## config.mk

```make
export PLATFORM = sky130hd
export DESIGN_NAME = gas_seq_alarm
export DESIGN_NICKNAME = d
export VERILOG_FILES = /design/src/rtl/gas_pkg.sv /design/src/rtl/gas_seq_alarm_seq_matcher.sv /design/src/rtl/gas_seq_alarm.sv
export SDC_FILE = /design/constraint.sdc
export NUM_CORES = 1
export LEC_CHECK = 0
export CAP_MARGIN = 20
export CELL_PAD_IN_SITES_DETAIL_PLACEMENT = 2
export CELL_PAD_IN_SITES_GLOBAL_PLACEMENT = 2
export CORE_MARGIN = 1
export CORE_UTILIZATION = 32
export CTS_CLUSTER_SIZE = 20
export DETAILED_ROUTE_END_ITERATION = 8
export GPL_TIMING_DRIVEN = 0
export PLACE_DENSITY = 0.79
export SETUP_SLACK_MARGIN = 0.05
export SLEW_MARGIN = 30
export SYNTH_ARGS = -nofsm -noshare
export SYNTH_HDL_FRONTEND = slang
export SYNTH_HIERARCHICAL = 1
export SYNTH_SLANG_ARGS = --single-unit
```

## constraint.sdc

```tcl
create_clock -name CLK -period 3.5 [get_ports CLK]
set_clock_uncertainty 0.15 [all_clocks]
set_input_delay 0.525 -clock CLK [delete_from_list [all_inputs] [get_ports CLK]]
set_output_delay 0.525 -clock CLK [all_outputs]
set_load 0.03 [all_outputs]
```

## src/rtl/gas_pkg.sv

```systemverilog
// Shared definitions for the gas/CO2 sequence alarm: alarm FSM encoding,
// default pattern and the hold-off counter width helper.
package gas_pkg;

  typedef enum logic [1:0] {
    ST_IDLE    = 2'd0,
    ST_ALARM   = 2'd1,
    ST_HOLDOFF = 2'd2
  } alarm_st_e;

  localparam int              PAT_LEN_C     = 9;
  localparam logic [8:0]      DEFAULT_PAT_C = 9'b100100100;

  function automatic int holdoff_w(input int holdoff);
    return $clog2(holdoff + 1);
  endfunction

endpackage

```

## src/rtl/gas_seq_alarm_seq_matcher.sv

```systemverilog
// Serial pattern matcher: shift history, fill tracking with overlap control,
// loadable pattern register and a registered one-cycle match pulse.
module seq_matcher
  import gas_pkg::*;
#(
  parameter int                 PAT_LEN     = 9,
  parameter logic [PAT_LEN-1:0] DEFAULT_PAT = DEFAULT_PAT_C
) (
  input  logic               CLK,
  input  logic               RST,
  input  logic               x,
  input  logic               x_valid,
  input  logic               overlap,
  input  logic               pat_load,
  input  logic [PAT_LEN-1:0] pat_in,
  output logic               hit_o,
  output logic               Z
);

  localparam int              FILL_W    = $clog2(PAT_LEN + 1);
  localparam logic [FILL_W-1:0] FILL_FULL = FILL_W'(PAT_LEN);

  logic [PAT_LEN-1:0] hist_q;
  logic [PAT_LEN-1:0] hist_d;
  logic [PAT_LEN-1:0] pat_q;
  logic [FILL_W-1:0]  fill_q;
  logic [FILL_W-1:0]  fill_d;
  logic               z_q;
  logic               hit_s;

  // Post-shift history and fill; a hit is judged on these next-state values.
  always_comb begin
    hist_d = {hist_q[PAT_LEN-2:0], x};
    if (fill_q == FILL_FULL) begin
      fill_d = fill_q;
    end else begin
      fill_d = fill_q + FILL_W'(1);
    end
    hit_s = x_valid & ~pat_load & (fill_d == FILL_FULL) & (hist_d == pat_q);
  end

  // Matcher state; pattern load outranks sampling.
  always_ff @(posedge CLK or negedge RST) begin
    if (!RST) begin
      hist_q <= '0;
      fill_q <= '0;
      pat_q  <= DEFAULT_PAT;
      z_q    <= 1'b0;
    end else if (pat_load) begin
      hist_q <= '0;
      fill_q <= '0;
      pat_q  <= pat_in;
      z_q    <= 1'b0;
    end else if (x_valid) begin
      hist_q <= hist_d;
      fill_q <= (hit_s && !overlap) ? '0 : fill_d;
      z_q    <= hit_s;
    end else begin
      z_q    <= 1'b0;
    end
  end

  assign hit_o = hit_s;
  assign Z     = z_q;

endmodule

```

## src/rtl/gas_seq_alarm.sv

```systemverilog
// Gas/CO2 sequence alarm top: pattern matcher plus saturating hit counter,
// threshold compare and latched alarm with post-acknowledge hold-off.
module gas_seq_alarm
  import gas_pkg::*;
#(
  parameter int                 PAT_LEN     = 9,
  parameter logic [PAT_LEN-1:0] DEFAULT_PAT = DEFAULT_PAT_C,
  parameter int                 CNT_W       = 4,
  parameter int                 HOLDOFF     = 8
) (
  input  logic               CLK,
  input  logic               RST,
  input  logic               x,
  input  logic               x_valid,
  input  logic               overlap,
  input  logic               pat_load,
  input  logic [PAT_LEN-1:0] pat_in,
  input  logic [CNT_W-1:0]   thresh,
  input  logic               ack,
  output logic               Z,
  output logic [CNT_W-1:0]   hit_cnt,
  output logic               alarm,
  output logic               holdoff_act
);

  localparam int               HO_W    = holdoff_w(HOLDOFF);
  localparam logic [CNT_W-1:0] CNT_MAX = {CNT_W{1'b1}};

  alarm_st_e          state_q;
  logic [CNT_W-1:0]   hit_cnt_q;
  logic               alarm_q;
  logic               holdoff_act_q;
  logic [HO_W-1:0]    ho_cnt_q;
  logic               hit_s;
  logic [CNT_W-1:0]   cnt_base_s;
  logic [CNT_W-1:0]   cnt_new_s;

  seq_matcher #(
    .PAT_LEN     (PAT_LEN),
    .DEFAULT_PAT (DEFAULT_PAT)
  ) u_matcher (
    .CLK      (CLK),
    .RST      (RST),
    .x        (x),
    .x_valid  (x_valid),
    .overlap  (overlap),
    .pat_load (pat_load),
    .pat_in   (pat_in),
    .hit_o    (hit_s),
    .Z        (Z)
  );

  // Acknowledge clears before the same-cycle hit is counted; hold-off freezes the count.
  always_comb begin
    if (ack && (state_q != ST_HOLDOFF)) begin
      cnt_base_s = '0;
    end else begin
      cnt_base_s = hit_cnt_q;
    end
    if (hit_s && (state_q != ST_HOLDOFF) && (cnt_base_s != CNT_MAX)) begin
      cnt_new_s = cnt_base_s + CNT_W'(1);
    end else begin
      cnt_new_s = cnt_base_s;
    end
  end

  // Alarm FSM with registered count, alarm and hold-off flags.
  always_ff @(posedge CLK or negedge RST) begin
    if (!RST) begin
      state_q       <= ST_IDLE;
      hit_cnt_q     <= '0;
      alarm_q       <= 1'b0;
      holdoff_act_q <= 1'b0;
      ho_cnt_q      <= '0;
    end else if (pat_load) begin
      state_q       <= ST_IDLE;
      hit_cnt_q     <= '0;
      alarm_q       <= 1'b0;
      holdoff_act_q <= 1'b0;
      ho_cnt_q      <= '0;
    end else begin
      case (state_q)
        ST_IDLE: begin
          hit_cnt_q <= cnt_new_s;
          if ((thresh != '0) && (cnt_new_s >= thresh)) begin
            state_q <= ST_ALARM;
            alarm_q <= 1'b1;
          end
        end
        ST_ALARM: begin
          hit_cnt_q <= cnt_new_s;
          if (ack) begin
            state_q       <= ST_HOLDOFF;
            alarm_q       <= 1'b0;
            holdoff_act_q <= 1'b1;
            ho_cnt_q      <= HO_W'(HOLDOFF);
          end
        end
        ST_HOLDOFF: begin
          if (x_valid) begin
            if ((ho_cnt_q == HO_W'(1)) || (ho_cnt_q == '0)) begin
              state_q       <= ST_IDLE;
              holdoff_act_q <= 1'b0;
              ho_cnt_q      <= '0;
            end else begin
              ho_cnt_q <= ho_cnt_q - HO_W'(1);
            end
          end
        end
        default: begin
          state_q       <= ST_IDLE;
          alarm_q       <= 1'b0;
          holdoff_act_q <= 1'b0;
          ho_cnt_q      <= '0;
        end
      endcase
    end
  end

  assign hit_cnt     = hit_cnt_q;
  assign alarm       = alarm_q;
  assign holdoff_act = holdoff_act_q;

endmodule

```

==> run_results.csv, run 1 <==
group,metric,value,unit
yosys,yosys.cell_types.count,53,
yosys,ys_seq_elements,34,
worst_hold_path,hold_path_depth,1,
drt,drc,0,
global_routing,grt_pass1_wl,9600,microns
yosys,yosys_warnings,6,
yosys,netlist_area,2100,sq um
critical_path,arrival,3.50,ns
timing,clock.fmax,287,MHz
placement,dpl.cell_count,308,
critical_path,r2r_cells,12,
final_layout,fillers,683,
drt,first_pass_iters,4,
power_and_ir_drop,p_leak,1.23,nW
clock_tree,cts_buffer_depth,2,
clock_tree,numCtsBuffers,5,
global_routing,overflow,0,
timing,worstMarginPinSlew,0.553,ns
power_and_ir_drop,power_density,416,nW/um^2
placement,hpwlAfterDp,3990,microns
timing,finalMaxSlewViolations,0,
final_layout,nNetsFinal,282,
final_layout,num_antenna_cells,0,
yosys,synth_area_per_cell,10.3,sq um
drt,postRouteAntennaNets,0,
critical_path,worst_path_largest_cell_delay,0.56,ns
yosys,synth_top_area_share,36.9,%
worst_hold_path,worstHoldPathType,"register to register",
yosys,synth-seq-area-share,40.6,%
clock_tree,tritoncts,"yes",
yosys,yosysMostFrequentCell,"dfrtp_1",
final_layout,final_cells,327,
yosys,synth_common_cells,"dfrtp_1, nand2_1, ha_1, mux2_2",
timing,fin_crit,3.48,ns
clock_tree,clockRootBuffer,"clkbuf_8",
power_and_ir_drop,vdd_drop_max,0.194,mV
outcome,status,"completed",
job,maxCapViolations,0,
drt,drtIter0Drc,30,
die,die-area,6900,sq um
placement,dpl_worst_slack,-0.839,ns
yosys,synth_top_area_cell,"dfrtp_1",
critical_path,crit_fanout,3,
yosys,async_flop_share,100,%
die,coreArea,6350,sq um
yosys,syn_inst,204,
global_routing,antenna_found_initial,0,
timing,setup_ws,0.0204,ns
drt,wl,5760,microns
yosys,synth-edff-count,0,
critical_path,cpMaxStageDelayCell,"dfstp_2",
clock_tree,htree_num_levels,2,
critical_path,required,3.52,ns
placement,gp_congestion,0.715,
drt,viasPerCell,5.18,
drt,dr_total_vias,1694,
placement,io_buffers,26,
timing,final.setup.tns,0,ns
die,die_x,83.1,microns
timing,setup_viol,0,
die,initial_core_util,33.1,%
critical_path,cp-start-kind,"register",
global_routing,grt_usage,17.5,%
global_routing,grt_max_degree,27,
timing,hold_viol,0,
critical_path,cp-end-kind,"register",
timing,max_slew_margin,63.1,%
die,die_h,83.1,microns
die,io_pins,27,
yosys,synthFlopType,"dfrtp_1",
yosys,synth_fp_nets,237,
die,num_rows,29,
clock_tree,worstSkewPairLatency,0.29,ns
clock_tree,clk_pin_slew,0.07,ns
drt,post_drt_wl_per_cell,17.6,microns
clock_tree,cts.sinks,34,
global_routing,grt_pass1_vias,1952,
critical_path,critical_path_class,"register to register",
yosys,synth_area_leaders,"dfrtp_1, ha_1, mux2_2",
final_layout,area_growth,30.9,%
final_layout,drive_gt1_share,24.8,%
timing,rsz0062_at_grt,"yes",
timing,fin_crit_sh,99.4,%
critical_path,path_cells,"xnor2_2, nand4_1, or3b_4, nor4_4, nand3b_1, buf_4, xor2_1, ha_1, nor3b_2, o21ai_2, o2111ai_2, mux2_4",
## routing by layer
layer	vias up	track usage, %	share of wire [%]
li1	816	-	-
met4	0	4.39	0.73
met3	5	2.39	1.6
met2	19	31.4	51
met1	854	22.0	47
met5	-	0	0
## flip-flops by register name, indices dropped and copies added, names as in the netlist
name and cells:
u_matcher/Z 1, alarm 1, holdoff_act 1, u_matcher/pat_q 9, u_matcher/hist_q 8, hit_cnt 4
state_q 2, u_matcher/fill_q 4, ho_cnt_q 4
## layout make-up
type	instances	area (sq um)	share of cell area, %
flip-flops and latches	34	856	31.1
plain buffers	5	30.0	1.09
multi-input cells	153	1270	46.1
inverters	12	45.0	1.64
clock buffers	6	82.6	3.00
repair buffers	38	363	13.2
clock inverters	2	12.5	0.454
well taps	77	96.3	3.50
## kinds of logic after synthesis
| kind of cell | Yosys count | synth area share, % |
|---|---|---|
| XOR/XNOR | 13 | 5.41 |
| AO/OA/AOI/OAI | 31 | 10.6 |
| flip-flops | 34 | 40.6 |
| AND/OR/NAND/NOR | 74 | 21.1 |
| adder cells (fa/ha/maj) | 13 | 7.73 |
| buffers and inverters | 17 | 3.27 |
| multiplexers | 22 | 11.2 |
## report_power, final
group	total, mW	internal [mW]	switching (mW)	leakage (nW)
registers	0.459	0.429	0.0296	0.444
clock network	0.315	0.158	0.157	0.0472
logic	0.373	0.169	0.203	0.735
total	1.15	0.757	0.390	1.23
## stage by stage
stage                     utilization, %  area (sq um)  hold slack, ns  power (mW)
after floorplan                        -          2110          0.0794       0.677
after global placement              38.8          2470           0.344       0.781
after detailed placement            39.1          2480           0.265       0.794
after CTS                           42.9          2720           0.371        1.16
after global routing                43.4          2750           0.392        1.21
final                               43.4          2750           0.366        1.15
## critical path: cells and delay by family (launching register included)
family	cells	cell delay, ns
buffers and inverters	1	0.18
and+or+nand+nor	5	1.24
adders and majority gates	1	0.31
xor gates and xnor gates	2	0.27
DFF	1	0.56
AOI/OAI and AO/OA	2	0.33
muxes	1	0.32
## worst paths after layout
path / from / to / slack (ns)
max in group asynchronous: RST / u_matcher/pat_q[2]$_DFFE_PN1P_ / 2.20
worst max register to register: u_matcher/pat_q[2]$_DFFE_PN1P_ / state_q[1]$_DFFE_PN0P_ / 0.02
worst min register to register: holdoff_act$_DFFE_PN0P_ / holdoff_act$_DFFE_PN0P_ / 0.37
worst min-delay path: holdoff_act$_DFFE_PN0P_ / holdoff_act$_DFFE_PN0P_ / 0.37
worst max-delay path: u_matcher/pat_q[2]$_DFFE_PN1P_ / state_q[1]$_DFFE_PN0P_ / 0.02
min in group asynchronous: RST / u_matcher/pat_q[0]$_DFFE_PN0P_ / 0.49
## cell usage in the layout, fill, tap and decap left out, types with 2 or more instances in the layout
cell type / Yosys / routed
o211ai_1: 2 / 2
and2b_1: 2 / 2
nor3_1: 7 / 6
nand3b_1: 2 / 2
nand3_1: 3 / 3
a21o_1: 2 / 2
a21oi_2: 0 / 2
buf_4: 0 / 10
and3_1: 2 / 2
clkbuf_8: 0 / 6
ha_1: 13 / 11
clkdlybuf4s50_1: 0 / 24
or4_1: 2 / 2
mux2_4: 0 / 2
nor2_1: 12 / 12
mux2i_1: 9 / 9
dfstp_2: 3 / 3
xnor2_1: 5 / 4
and2_1: 2 / 2
o21ai_0: 5 / 4
nand2_1: 14 / 14
nor2b_1: 4 / 4
a21oi_1: 10 / 8
nor4_1: 3 / 2
inv_1: 12 / 11
buf_2: 4 / 4
mux2_2: 13 / 11
xor2_1: 8 / 8
dfrtp_1: 31 / 30
or3_1: 2 / 2
nand2b_1: 4 / 3
## repair_timing
item	4_1_cts	5_1_grt
pin swaps	9	5
resized for setup	18	3
buffers inserted	7	3
endpoints found under the setup margin	3	3
hold buffers	1	0
hold endpoints to repair	8	0
(Power assumes the default switching activity.)
==> run 2, diff against run 1 <==
Settings changed: CELL_PAD_IN_SITES_DETAIL_PLACEMENT 2 to 1, CELL_PAD_IN_SITES_GLOBAL_PLACEMENT 2 to 1, CORE_UTILIZATION 32 to 39.
==> run 2 against run 1 <==
The run now ends with setup timing left. Die area down 18%. Maximum frequency down 2.1%. Utilization up 10 points. Combinational power down 2%. Clock power down 10%.
==> run_results.csv, run 2 (same netlist as run 1, synthesis figures left out) <==
group,metric,value,unit
critical_path,required,3.52,ns
outcome,violations,"setup timing",
timing,setup_ws,-0.0553,ns
power_and_ir_drop,vdd_drop_max,0.307,mV
placement,gp_congestion,0.805,
drt,drtIter0Drc,70,
critical_path,cp-startpoint,"u_matcher/fill_q[0]$_DFFE_PN0P_",
drt,drc,0,
global_routing,grt_max_degree,27,
critical_path,critPathTopFamily,"compound AO/OA/AOI/OAI gates",
worst_hold_path,worstHoldPathType,"register to register",
clock_tree,cts_buffer_depth,2,
timing,rsz0062_at_grt,"yes",
power_and_ir_drop,p_total,1.11,mW
final_layout,area_growth,31.6,%
die,coreArea,5140,sq um
timing,fin_crit,3.56,ns
clock_tree,cts.sinks,34,
final_layout,top_regs,"u_matcher/pat_q x9, u_matcher/hist_q x8",
drt,post_drt_wl_per_cell,16.6,microns
critical_path,worst_path_largest_cell_delay,0.46,ns
drt,wl,5340,microns
die,die_h,75.4,microns
critical_path,cp-end-kind,"register",
global_routing,antenna_found_initial,0,
die,initial_core_util,40.9,%
clock_tree,tritoncts,"yes",
drt,viasPerCell,5.28,
final_layout,layout_common_cells,"dfrtp_1, clkdlybuf4s50_1, nand2_1",
worst_hold_path,min_from,"ho_cnt_q[1]$_DFFE_PN0P_",
timing,fin_crit_sh,102,%
final_layout,num_antenna_cells,0,
die,die_x,75.4,microns
drt,first_pass_iters,4,
critical_path,cp-start-kind,"register",
clock_tree,clk_pin_slew,0.07,ns
timing,max_slew_margin,66.9,%
global_routing,grt_pass1_vias,1743,
timing,worstMarginPinSlew,0.497,ns
final_layout,drive_gt1_share,26.6,%
job,maxCapViolations,0,
power_and_ir_drop,p_leak,1.23,nW
critical_path,crit_buf_inv,1,
critical_path,timing.rr.start,"u_matcher/fill_q[0]$_DFFE_PN0P_",
placement,dpl_worst_slack,-0.795,ns
final_layout,nNetsFinal,284,
critical_path,cpMaxStageDelayCell,"dfrtp_2",
placement,io_buffers,26,
final_layout,largest-register,"u_matcher/pat_q",
die,die-area,5690,sq um
critical_path,crit_fanout,6,
power_and_ir_drop,power_density,401,nW/um^2
final_layout,mostFrequentLayoutCell,"dfrtp_1",
placement,hpwlAfterDp,3540,microns
global_routing,overflow,0,
critical_path,arrival,3.58,ns
clock_tree,clockRootBuffer,"clkbuf_8",
critical_path,path_cells,"ha_1, nor2b_1, a21oi_2, o211ai_1, nor4_4, nand3b_1, buf_4, mux2_4, ha_4, o211ai_1, o21ai_2, o2111ai_2, mux2_4",
timing,final.setup.tns,-0.0608,ns
die,io_pins,27,
final_layout,finish.utilization,53.8,%
clock_tree,worstSkewPairLatency,0.29,ns
final_layout,largest_reg_flops,9,
critical_path,critical_path_class,"register to register",
outcome,status,"finished with violations",
die,num_rows,26,
drt,postRouteAntennaNets,0,
timing,hold_viol,0,
clock_tree,htree_num_levels,2,
timing,setup_viol,2,
drt,dr_total_vias,1699,
clock_tree,numCtsBuffers,5,
global_routing,grt_pass1_wl,8450,microns
timing,clock.fmax,281,MHz
global_routing,grt_usage,19.9,%
timing,finalMaxSlewViolations,0,
[run 2: worst reg2reg max path, cell delays in order (launching register included)]
cell and delay (ns):
dfrtp_2 0.46, ha_1 0.24, nor2b_1 0.16, a21oi_2 0.19, o211ai_1 0.19, nor4_4 0.34, nand3b_1 0.19, buf_4 0.18
mux2_4 0.30, ha_4 0.21, o211ai_1 0.20, o21ai_2 0.10, o2111ai_2 0.22, mux2_4 0.32
[run 2: cell type report]
class / instances / area, sq um
Buffer: 5 / 30.0
Clock buffer: 6 / 72.6
Inverter: 12 / 45.0
Fill cell: 574 / 2370
Tap cell: 70 / 87.6
Clock inverter: 2 / 10.0
Timing Repair Buffer: 40 / 378
Multi-Input combinational cell: 153 / 1290
Sequential cell: 34 / 857
[run 2: stage by stage]
stage	hold slack, ns	cells	instance area [sq um]
2_1_floorplan	0.0794	204	2110
3_3_place_gp	0.342	300	2460
3_5_place_dp	0.257	301	2470
4_1_cts	0.379	314	2670
5_1_grt	0.411	322	2770
6_report	0.374	322	2770
[run 2: power by group]
part           switching (mW)  internal (mW)
Combinational           0.195          0.172
Sequential             0.0311          0.430
Clock                   0.146          0.138
[run 2: final timing paths]
path | to | slack [ns] | depth (start not counted)
max | state_q[1]$_DFFE_PN0P_ | -0.06 | 13
min | ho_cnt_q[1]$_DFFE_PN0P_ | 0.37 | 2
max reg2reg | state_q[1]$_DFFE_PN0P_ | -0.06 | 13
min reg2reg | ho_cnt_q[1]$_DFFE_PN0P_ | 0.37 | 2
max in group asynchronous | u_matcher/pat_q[2]$_DFFE_PN1P_ | 2.24 | 3
min in group asynchronous | u_matcher/fill_q[0]$_DFFE_PN0P_ | 0.48 | 2
[run 2: metal layers]
layer | up-vias | routed length [microns] | global-route usage, % | part of all wire (%)
met5 | - | 0 | 0 | 0
met4 | 0 | 73 | 5.76 | 1.4
met3 | 10 | 122 | 3.70 | 2.3
met2 | 26 | 2690 | 33.7 | 50
met1 | 841 | 2460 | 25.8 | 46
li1 | 822 | - | - | -
[run 2: repair_timing]
action / in CTS / in global routing
setup buffers: 4 / 8
hold buffers: 1 / 0
gates cloned: 0 / 0
endpoints found under the hold margin: 8 / 0
pin swaps: 8 / 11
gates resized for setup: 17 / 9
setup endpoints to repair: 3 / 3
==> run 3, diff against run 2 <==
Settings changed: ABC_AREA set to 1, CORE_UTILIZATION 39 to 36, PLACE_DENSITY 0.79 to 0.78, RECOVER_POWER set to 50.
==> run 3 against run 2 <==
The run now ends clean. Hold slack got worse by 0.22 ns. Count of clock-buffer cells in the layout grew 1. Sequential share of layout area up 2.5 points. Utilization shrank 8.3 points.
==> run_results.csv, run 3 <==
group,metric,value,unit
die,die_x,78.9,microns
final_layout,area_growth,19.9,%
timing,hold_viol,0,
final_layout,nNetsFinal,359,
die,coreArea,5610,sq um
die,die-area,6230,sq um
timing,finalMaxSlewViolations,0,
die,die_h,78.9,microns
critical_path,path_cells,"clkdlybuf4s50_1, inv_1, nand2_1, nand2_1, nor2_1, nand4_1, nor3b_2, inv_1, nor2_2, nand2_4, inv_2, nand2_1, and2_1, ha_1, nand2_1, inv_1, nand2_1, nand3_1, nand2_1, nand2_1, nand2_1, nand2_1, nand2_1",
timing,setup_viol,0,
yosys,yosys.cell_types.count,29,
power_and_ir_drop,power_density,441,nW/um^2
final_layout,largest-register,"u_matcher/pat_q",
final_layout,largest_reg_flops,9,
critical_path,cp-end-kind,"register",
final_layout,register_area,855,sq um
yosys,synth_fp_nets,326,
yosys,synthFlopType,"dfrtp_1",
final_layout,mostFrequentLayoutCell,"nand2_1",
critical_path,r2r_cells,23,
placement,hpwlAfterDp,4050,microns
global_routing,antenna_found_initial,0,
yosys,ys_seq_elements,34,
critical_path,timing.rr.start,"u_matcher/fill_q[1]$_DFFE_PN0P_",
final_layout,drive_gt1_share,7.98,%
critical_path,cp-start-kind,"input pin",
global_routing,overflow,0,
timing,fin_crit,3.10,ns
final_layout,multiInputGateArea,1060,sq um
critical_path,path_depth,23,
timing,final.setup.tns,0,ns
die,num_rows,27,
placement,io_buffers,25,
critical_path,crit_buf_inv,5,
timing,setup_ws,0.397,ns
power_and_ir_drop,p_leak,1.31,nW
power_and_ir_drop,p_sw,0.409,mW
worst_hold_path,worstHoldPathType,"input pin to asynchronous set/reset pin",
clock_tree,worstSkewPairLatency,0.28,ns
global_routing,grt_max_degree,21,
power_and_ir_drop,p_int,0.717,mW
clock_tree,htree_num_levels,2,
drt,dr_total_vias,1938,
timing,rsz0062_at_grt,"no",
final_layout,final_cells,398,
placement,dpl.cell_count,391,
drt,post_drt_wl_per_cell,12.5,microns
yosys,synth_top_area_cell,"dfrtp_1",
global_routing,grt_usage,18.1,%
yosys,synth_top_area_share,36.4,%
critical_path,critical_path_class,"input pin to register",
clock_tree,numCtsBuffers,5,
final_layout,num_antenna_cells,0,
die,io_pins,27,
power_and_ir_drop,switching_share,36.3,%
timing,max_slew_margin,24.6,%
clock_tree,cts.sinks,34,
critical_path,worst_path_largest_cell_delay,0.52,ns
placement,dpl_worst_slack,-0.0314,ns
clock_tree,clk_pin_slew,0.06,ns
final_layout,finish.utilization,45.5,%
yosys,async_flop_share,100,%
yosys,synth_common_cells,"nand2_1, inv_1, dfrtp_1",
drt,first_pass_iters,4,
yosys,synth-edff-count,0,
placement,gp_congestion,0.832,
timing,fin_crit_sh,88.6,%
outcome,status,"completed",
yosys,synth_area_per_cell,7.27,sq um
critical_path,required,3.53,ns
clock_tree,cts_buffer_depth,2,
yosys,netlist_area,2130,sq um
timing,worstMarginPinSlew,1.13,ns
clock_tree,post_cts_buffers,0,
drt,viasPerCell,4.87,
final_layout,top_regs,"u_matcher/pat_q x9, u_matcher/hist_q x8",
die,initial_core_util,38.0,%
timing,clock.fmax,322,MHz
critical_path,arrival,3.13,ns
critical_path,r2r_setup_slack,0.40,ns
yosys,synth_area_leaders,"dfrtp_1, nand2_1, inv_1",
critical_path,crit_fanout,6,
timing,whs,0.158,ns
critical_path,critPathTopFamily,"simple AND/OR/NAND/NOR gates",
yosys,synth-seq-area-share,40.1,%
drt,drtIter0Drc,52,
drt,drc,0,
yosys,yosysMostFrequentCell,"nand2_1",
drt,wl,4970,microns
final_layout,layout_common_cells,"nand2_1, inv_1, dfrtp_1",
job,maxCapViolations,0,
global_routing,grt_pass1_vias,2068,
drt,postRouteAntennaNets,0,
clock_tree,clockRootBuffer,"clkbuf_8",
final_layout,fillers,738,
global_routing,grt_pass1_wl,8830,microns
power_and_ir_drop,vdd_drop_max,0.234,mV
power_and_ir_drop,pwr-share-seq,42.0,%
critical_path,reg2reg_to,"state_q[1]$_DFFE_PN0P_",
power_and_ir_drop,clockPowerShare,24.0,%
yosys,syn_inst,293,
power_and_ir_drop,p_comb_share,34.0,%
critical_path,cpMaxStageDelayCell,"clkdlybuf4s50_1",
critical_path,cp_common_cell,"nand2_1",
yosys,yosys_warnings,6,
clock_tree,tritoncts,"yes",
[run 3: logic make-up after synthesis]
family | after synthesis | synth area share [%]
AOI/OAI and AO/OA | 32 | 8.81
and+or+nand+nor | 153 | 30.9
xor gates and xnor gates | 4 | 1.65
DFF | 34 | 40.1
adders and majority gates | 13 | 7.64
buffers and inverters | 56 | 10.3
muxes | 1 | 0.529
[run 3: repair_timing]
action / CTS / global route
resized for setup: 0 / 3
hold buffers: 0 / 0
setup endpoints to repair: 0 / 3
[run 3: area by class of cell]
cell class	instances	share of cell area, %
multi-input cells	203	41.7
plain buffers	4	0.931
repair buffers	26	9.71
inverters	52	7.65
clock buffers	7	2.99
flip-flops and latches	34	33.5
well taps	72	3.53
[run 3: routing by layer]
metal / global-route usage (%) / up-vias / part of all wire, %
met5: 0 / - / 0
met4: 4.91 / 0 / 1.1
met3: 3.91 / 7 / 3.1
met2: 34.1 / 20 / 52
met1: 20.5 / 932 / 44
li1: - / 979 / -
[run 3: how the worst max path moves through the flow]
| stage | startpoint | endpoint | slack, ns |
|---|---|---|---|
| 2_1_floorplan | u_matcher/fill_q[1]$_DFFE_PN0P_ | state_q[0]$_DFFE_PN0P_ | 0.69 |
| 3_3_place_gp | x_valid | state_q[0]$_DFFE_PN0P_ | 0.04 |
| 3_5_place_dp | x_valid | state_q[1]$_DFFE_PN0P_ | -0.03 |
| 4_1_cts | x_valid | state_q[1]$_DFFE_PN0P_ | 0.27 |
| 5_1_grt | x | state_q[1]$_DFFE_PN0P_ | 0.05 |
| 6_report | x | state_q[1]$_DFFE_PN0P_ | 0.40 |
[run 3: stage by stage]
stage	instance area [sq um]	power, mW
final	2550	1.13
after floorplan	2130	0.743
after detailed placement	2490	0.873
after global routing	2550	1.22
after global placement	2470	0.857
after CTS	2570	1.16
[run 3: power by group through the flow]
stage | Clock, mW | Combinational (mW) | Sequential (mW)
after detailed placement | 0 | 0.393 | 0.480
after global routing | 0.297 | 0.439 | 0.479
after floorplan | 0 | 0.251 | 0.491
after global placement | 0 | 0.378 | 0.479
after CTS | 0.287 | 0.395 | 0.474
final | 0.271 | 0.383 | 0.473
